$ cat src/rtl/fb_pkg.sv
// Shared types and constants for the camera-to-frame-buffer write path.
package fb_pkg;

    localparam int unsigned FB_W      = 240;
    localparam int unsigned FB_H      = 320;
    localparam int unsigned FB_ADDR_W = 18;
    localparam int unsigned PIX_W     = 16;
    localparam int unsigned LIN_W     = FB_ADDR_W - 1;

    typedef enum logic [1:0] {
        SCALE_1X   = 2'd0,
        SCALE_RSVD = 2'd1,
        SCALE_H4V2 = 2'd2,
        SCALE_H2V2 = 2'd3
    } scale_e;

    typedef enum logic {
        StIdle,
        StCapture
    } state_e;

    // vs*240 + hs as (vs<<8) - (vs<<4) + hs, so no multiplier is needed.
    function automatic logic [LIN_W-1:0] fb_lin_addr(input logic [8:0] vs, input logic [7:0] hs);
        return {vs, 8'd0} - {4'd0, vs, 4'd0} + {9'd0, hs};
    endfunction

endpackage

$ cat src/rtl/fb_addr_calc.sv
// Combinational camera-coordinate to frame-buffer mapping: scale window, decimation and
// linear address. Shared with the display read path so both sides agree on placement.
module fb_addr_calc #(
    parameter int unsigned FB_W = fb_pkg::FB_W,
    parameter int unsigned FB_H = fb_pkg::FB_H
) (
    input  fb_pkg::scale_e                scale,
    input  logic [10:0]                   hcount,
    input  logic [9:0]                    vcount,
    output logic                          in_window,
    output logic [7:0]                    hs,
    output logic [8:0]                    vs,
    output logic [fb_pkg::LIN_W-1:0]      addr
);
    import fb_pkg::*;

    localparam logic [10:0] HLIM_1X = 11'(FB_W);
    localparam logic [10:0] HLIM_H4 = 11'(FB_W * 4);
    localparam logic [10:0] HLIM_H2 = 11'(FB_W * 2);
    localparam logic [9:0]  VLIM_1X = 10'(FB_H);
    localparam logic [9:0]  VLIM_V2 = 10'(FB_H * 2);

    always_comb begin
        in_window = 1'b0;
        hs        = '0;
        vs        = '0;
        unique case (scale)
            SCALE_1X: begin
                in_window = (hcount < HLIM_1X) && (vcount < VLIM_1X);
                hs        = hcount[7:0];
                vs        = vcount[8:0];
            end
            SCALE_H4V2: begin
                in_window = (hcount < HLIM_H4) && (vcount < VLIM_V2) &&
                            (hcount[1:0] == 2'b00) && !vcount[0];
                hs        = hcount[9:2];
                vs        = vcount[9:1];
            end
            SCALE_H2V2: begin
                in_window = (hcount < HLIM_H2) && (vcount < VLIM_V2) &&
                            !hcount[0] && !vcount[0];
                hs        = hcount[8:1];
                vs        = vcount[9:1];
            end
            SCALE_RSVD: in_window = 1'b0;
        endcase
    end

    assign addr = fb_lin_addr(vs, hs);

endmodule

$ cat src/rtl/fb_writer.sv
// Camera pixel stream to frame-buffer BRAM write port, two-stage pipeline.
// Optional ping-pong buffering is enabled by defining FB_WRITER_DOUBLE_BUFFER_EN.
module fb_writer #(
    parameter int unsigned FB_W  = 240,
    parameter int unsigned FB_H  = 320,
    parameter int unsigned PIX_W = 16
) (
    input  logic                           clk_in,
    input  logic                           rst_n_in,
    input  logic [1:0]                     scale_in,
    input  logic                           camera_valid_in,
    input  logic [10:0]                    camera_hcount_in,
    input  logic [9:0]                     camera_vcount_in,
    input  logic [PIX_W-1:0]               camera_pixel_in,
    output logic                           bram_we_out,
    output logic [fb_pkg::FB_ADDR_W-1:0]   bram_addr_out,
    output logic [PIX_W-1:0]               bram_data_out,
    output logic                           frame_done_out,
    output logic                           read_buffer_out,
    output logic [7:0]                     frame_count_out
);
    import fb_pkg::*;

    localparam logic [7:0] HS_LAST = 8'(FB_W - 1);
    localparam logic [8:0] VS_LAST = 9'(FB_H - 1);

    state_e state_q, state_d;
    scale_e scale_q, scale_eff;

    logic             sof, in_window, accept, last, wbuf;
    logic [7:0]       hs;
    logic [8:0]       vs;
    logic [LIN_W-1:0] lin_addr;

    logic             s1_we, s1_last, s1_buf;
    logic [LIN_W-1:0] s1_addr;
    logic [PIX_W-1:0] s1_pix;

    logic             we_q, done_q, buf_q;
    logic [LIN_W-1:0] addr_q;
    logic [PIX_W-1:0] data_q;
    logic [7:0]       count_q;

    // A (0,0) strobe starts a frame from IDLE or resyncs from CAPTURE, using the fresh scale.
    assign sof       = camera_valid_in && (camera_hcount_in == '0) && (camera_vcount_in == '0);
    assign scale_eff = sof ? scale_e'(scale_in) : scale_q;

    fb_addr_calc #(
        .FB_W (FB_W),
        .FB_H (FB_H)
    ) u_addr_calc (
        .scale     (scale_eff),
        .hcount    (camera_hcount_in),
        .vcount    (camera_vcount_in),
        .in_window (in_window),
        .hs        (hs),
        .vs        (vs),
        .addr      (lin_addr)
    );

    assign accept = camera_valid_in && in_window && (sof || (state_q == StCapture));
    assign last   = accept && (hs == HS_LAST) && (vs == VS_LAST);

    always_comb begin
        state_d = state_q;
        unique case (state_q)
            StIdle:    if (sof) state_d = StCapture;
            StCapture: if (last && !sof) state_d = StIdle;
        endcase
    end

    always_ff @(posedge clk_in or negedge rst_n_in) begin
        if (!rst_n_in) begin
            state_q <= StIdle;
            scale_q <= SCALE_1X;
        end else begin
            state_q <= state_d;
            if (sof) scale_q <= scale_e'(scale_in);
        end
    end

    always_ff @(posedge clk_in or negedge rst_n_in) begin
        if (!rst_n_in) begin
            s1_we   <= 1'b0;
            s1_last <= 1'b0;
            s1_buf  <= 1'b0;
            s1_addr <= '0;
            s1_pix  <= '0;
        end else begin
            s1_we   <= accept;
            s1_last <= last;
            s1_buf  <= wbuf;
            s1_addr <= lin_addr;
            s1_pix  <= camera_pixel_in;
        end
    end

    always_ff @(posedge clk_in or negedge rst_n_in) begin
        if (!rst_n_in) begin
            we_q    <= 1'b0;
            done_q  <= 1'b0;
            buf_q   <= 1'b0;
            addr_q  <= '0;
            data_q  <= '0;
            count_q <= '0;
        end else begin
            we_q   <= s1_we;
            done_q <= s1_we && s1_last;
            buf_q  <= s1_buf;
            addr_q <= s1_addr;
            data_q <= s1_pix;
            if (s1_we && s1_last) count_q <= count_q + 8'd1;
        end
    end

`ifdef FB_WRITER_DOUBLE_BUFFER_EN
    logic wbuf_q, rbuf_q;

    // Write side flips as the last pixel enters the pipe; pixels behind it use the new buffer.
    always_ff @(posedge clk_in or negedge rst_n_in) begin
        if (!rst_n_in) begin
            wbuf_q <= 1'b0;
            rbuf_q <= 1'b0;
        end else begin
            if (last) wbuf_q <= ~wbuf_q;
            if (s1_we && s1_last) rbuf_q <= s1_buf;
        end
    end

    assign wbuf            = wbuf_q;
    assign read_buffer_out = rbuf_q;
`else
    assign wbuf            = 1'b0;
    assign read_buffer_out = 1'b0;
`endif

    assign bram_we_out     = we_q;
    assign bram_addr_out   = {buf_q, addr_q};
    assign bram_data_out   = data_q;
    assign frame_done_out  = done_q;
    assign frame_count_out = count_q;

endmodule

$ cat config.mk
export PLATFORM = sky130hd
export DESIGN_NAME = fb_writer
export DESIGN_NICKNAME = d
export VERILOG_FILES = /design/src/rtl/fb_pkg.sv /design/src/rtl/fb_addr_calc.sv /design/src/rtl/fb_writer.sv
export SDC_FILE = /design/constraint.sdc
export NUM_CORES = 1
export LEC_CHECK = 0
export BUFFER_PORTS_ARGS = -buffer_cell sky130_fd_sc_hd__buf_4
export CAP_MARGIN = 20
export CORE_UTILIZATION = 30
export CTS_BUF_LIST = sky130_fd_sc_hd__clkbuf_2 sky130_fd_sc_hd__clkbuf_4 sky130_fd_sc_hd__clkbuf_8
export CTS_CLUSTER_SIZE = 20
export DETAILED_ROUTE_END_ITERATION = 16
export GPL_TIMING_DRIVEN = 1
export PLACE_DENSITY = 0.47
export SLEW_MARGIN = 20
export SYNTH_ARGS = -nofsm -noshare
export SYNTH_HDL_FRONTEND = slang
export SYNTH_HIERARCHICAL = 1
export SYNTH_SLANG_ARGS = --single-unit
$ cat constraint.sdc
create_clock -name clk_in -period 6.3 [get_ports clk_in]
set_clock_uncertainty 0.1 [all_clocks]
set_input_delay 0.63 -clock clk_in [delete_from_list [all_inputs] [get_ports clk_in]]
set_output_delay 0.63 -clock clk_in [all_outputs]
set_load 0.1 [all_outputs]
==> summary.txt <==
Status
  – Status: complete, no violations

Logic synthesis
  – EDFF count, synth: 0
  – Synth area leader: dfrtp_1
  – Commonest cells post-synth: 81 x dfrtp_1, 16 x xnor2_1, 12 x nand2_1, 12 x nor2_1, 12 x o21ai_0
  – Cells after Synth: 255
  – Cell variety after synth: 45
  – Cell Area, Synth: 0.00324 mm2
  – Avg Cell Area, Syn: 12.7 um2
  – Seq cells post-synth: 81
  – Leading cell types by total area after synthesis: dfrtp_1 63%, xnor2_1 4.3%, ha_1 4.3%
  – Ys Warns: 6
  – Async SR Flop Fraction: 100%
  – Top_reg_cell synth: dfrtp_1
  – Sequential area share after synthesis: 62.6%
  – Post-synth top area share: 62.6%
  – Most numerous cell in the Yosys netlist: dfrtp_1

Worst setup path
  – Stages on the worst setup path: 13
  – R2R depth: 10
  – Reg2Reg Launch Point: scale_q[1]
  – Crit-path max cell delay: 0.56 ns
  – Worst endpoint required time: 6.46 ns
  – Crit end category: flip-flop
  – Critical path, cell by cell: buf_4, or4_4, nor4_4, mux2_2, nor2_1, a22oi_1, ha_1, a21o_1, a211oi_4, o21ai_2, a211o_1, nor3_2, xnor2_1
  – CP arrival: 4.61 ns
  – Buffers and inverters on the worst path: 1
  – Critical path fanouts, max: 28
  – CP Launch Type: input port
  – Critical path's slowest cell: mux2_2
  – Launch point of the worst path: camera_hcount_in[4]
  – CP Class: input port to flip-flop
  – Delay-heaviest family, CP: simple AND/OR/NAND/NOR gates

Clocking
  – Longest Clk Path Bufs: 2
  – TritonCTS clock tree: done
  – CTS root buffer: clkbuf_8
  – Num CTS Buffers: 9
  – Post_cts resized: 0
  – H-tree Lvls: 3
  – Clk_lat worst skew: 0.35 ns
  – CTS Hold Buffers Added: 0
  – Worst-path clk slew: 0.08 ns
  – Postcts setup bufs: 0
  – Clock sink count: 81

Layout
  – Post-route insts no fill: 479
  – Area Growth Syn to Fin: 29.2%
  – Final net count: 391
  – Post-route cell area: 0.00418 mm2
  – Antenna diodes: 0
  – Layout cells sized above 1: 33.8%

Placed design
  – Hpwl dp: 4.89 mm
  – Pre-CTS WS: 1.50 ns
  – Routability congestion estimate: 0.877
  – Dpl cells: 463
  – Placement-stage cell area: 0.00397 mm2
  – Input/output buffers: 84

GRT
  – GRT busiest layer: met2
  – Global-route track usage on met1: 17.4%
  – Initial antenna violation count: 0
  – GRT Total Usage: 12.6%
  – Grt ovf: 0
  – Largest net degree at the start of global routing: 82
  – Global-route met2 utilization: 18.8%
  – Number of global-route vias before repair: 2,176
  – First-pass GRT wire length: 10.9 mm
  – GR Layer Usage met3: 3.74%

Floorplan
  – Row cnt: 37
  – Die Ht: 106 um
  – IO Count: 87
  – Die W: 106 um
  – Starting Density: 31.1%
  – Core box area: 0.0104 mm2
  – Die Area: 0.0112 mm2

Power
  – Tot Pwr: 0.00127 W
  – Pwr Density: 303 mW/mm2
  – Maximum vdd drop: 0.000138 V
  – Leakage power figure: 2.00 nW

Timing
  – Max_slew headroom: 53.1%
  – Final Hold Fails: 0
  – Tcrit/Tclk final: 70.5%
  – Fmax: 0.225 GHz
  – Setup tns final: 0 ns
  – Setup ws final: 1.86 ns
  – Fin crit period: 4.44 ns
  – Slew @ Worst Pin: 0.704 ns
  – Final slew viol count: 0
  – Number of setup violations in the final report: 0
  – RSZ-0062 raised after global routing: false

Route
  – Via-to-Cell Ratio: 4.50
  – Routed Antenna Nets: 0
  – Via count: 2,154
  – Routed wire length: 6.67 mm
  – DR iter-0 viols: 104
  – Routed len/inst: 13.9 um
  – Drc violations: 0
  – Initial DRT Pass Iterations: 4

Worst hold path
  – HP Class: input port to async pin

Flow run
  – Max-Cap Viols: 0
## state kept, by name, summed over array words and instances (netlist names), 2 cells and up
register and flops:
s1_addr 17, addr_q 17, scale_q 2, frame_count_out 8, s1_pix 16, bram_data_out 16
## final timing paths
path	slack, ns	endpoint
setup reg to reg	2.88	s1_addr[16]
hold / removal	0.21	bram_data_out[13]
min in group clk_in	0.25	addr_q[14]
setup / recovery	1.86	s1_addr[16]
max in group asynchronous	5.41	frame_count_out[3]
hold reg to reg	0.25	addr_q[14]
## report_power, final
part,leakage [nW],total [W],internal [W],switching [W]
registers,0.978,0.000572,0.000561,0.0000106
clock network,0.105,0.000393,0.000199,0.000194
logic,0.920,0.000304,0.0000735,0.000231
## cell usage in the layout (no fill, tap or decap), drive strengths merged, types with 5 or more instances in the layout
master	instances
o21ai	13
xnor2	16
nor2	12
nand2	12
inv	13
a22oi	8
nand2b	5
nand4	8
dfrtp	81
o21a	5
ha	11
buf	84
nand3	6
nor4	6
a21oi	8
clkbuf	10
## per-stage QoR
stage                     util [%]  hold WS (ns)
after floorplan                  -         0.231
after global placement        38.1         0.232
after detailed placement      38.1         0.235
after CTS                     40.1         0.247
after global routing          40.2         0.250
final                         40.2         0.209
## cells by family after synthesis
kind of cell / after synthesis / synth area share, %
compound gates: 49 / 10.9
xor+xnor: 18 / 4.87
fa+ha+maj: 11 / 4.25
buf+inv: 24 / 3.59
flops: 81 / 62.6
mux: 6 / 2.01
other cells: 1 / 0.116
simple gates: 65 / 11.6
## worst reg2reg max path, cell delays in order, from the launching register on
cell	delay [ns]
dfrtp_1	0.39
mux2_2	0.44
nor2_1	0.54
a22oi_1	0.25
ha_1	0.43
a21o_1	0.25
a211oi_4	0.24
o21ai_2	0.09
a211o_1	0.31
nor3_2	0.14
xnor2_1	0.14
## cell type report
| cell class | count | area (um2) |
|---|---|---|
| inverters | 11 | 41.3 |
| repair buffers | 84 | 634 |
| flip-flops and latches | 81 | 2030 |
| well taps | 136 | 170 |
| fillers | 1019 | 6230 |
| clock inverters | 6 | 75.1 |
| clock buffers | 10 | 138 |
| multi-input cells | 151 | 1100 |
## layer usage
layer  vias to the layer above  routed length (um)
met4                         0                  97
met2                        87                2940
met1                      1013                3210
met5                         -                   0
li1                       1046                   -
met3                         8                 420
No activity file was read; power rests on OpenSTA's default activity.
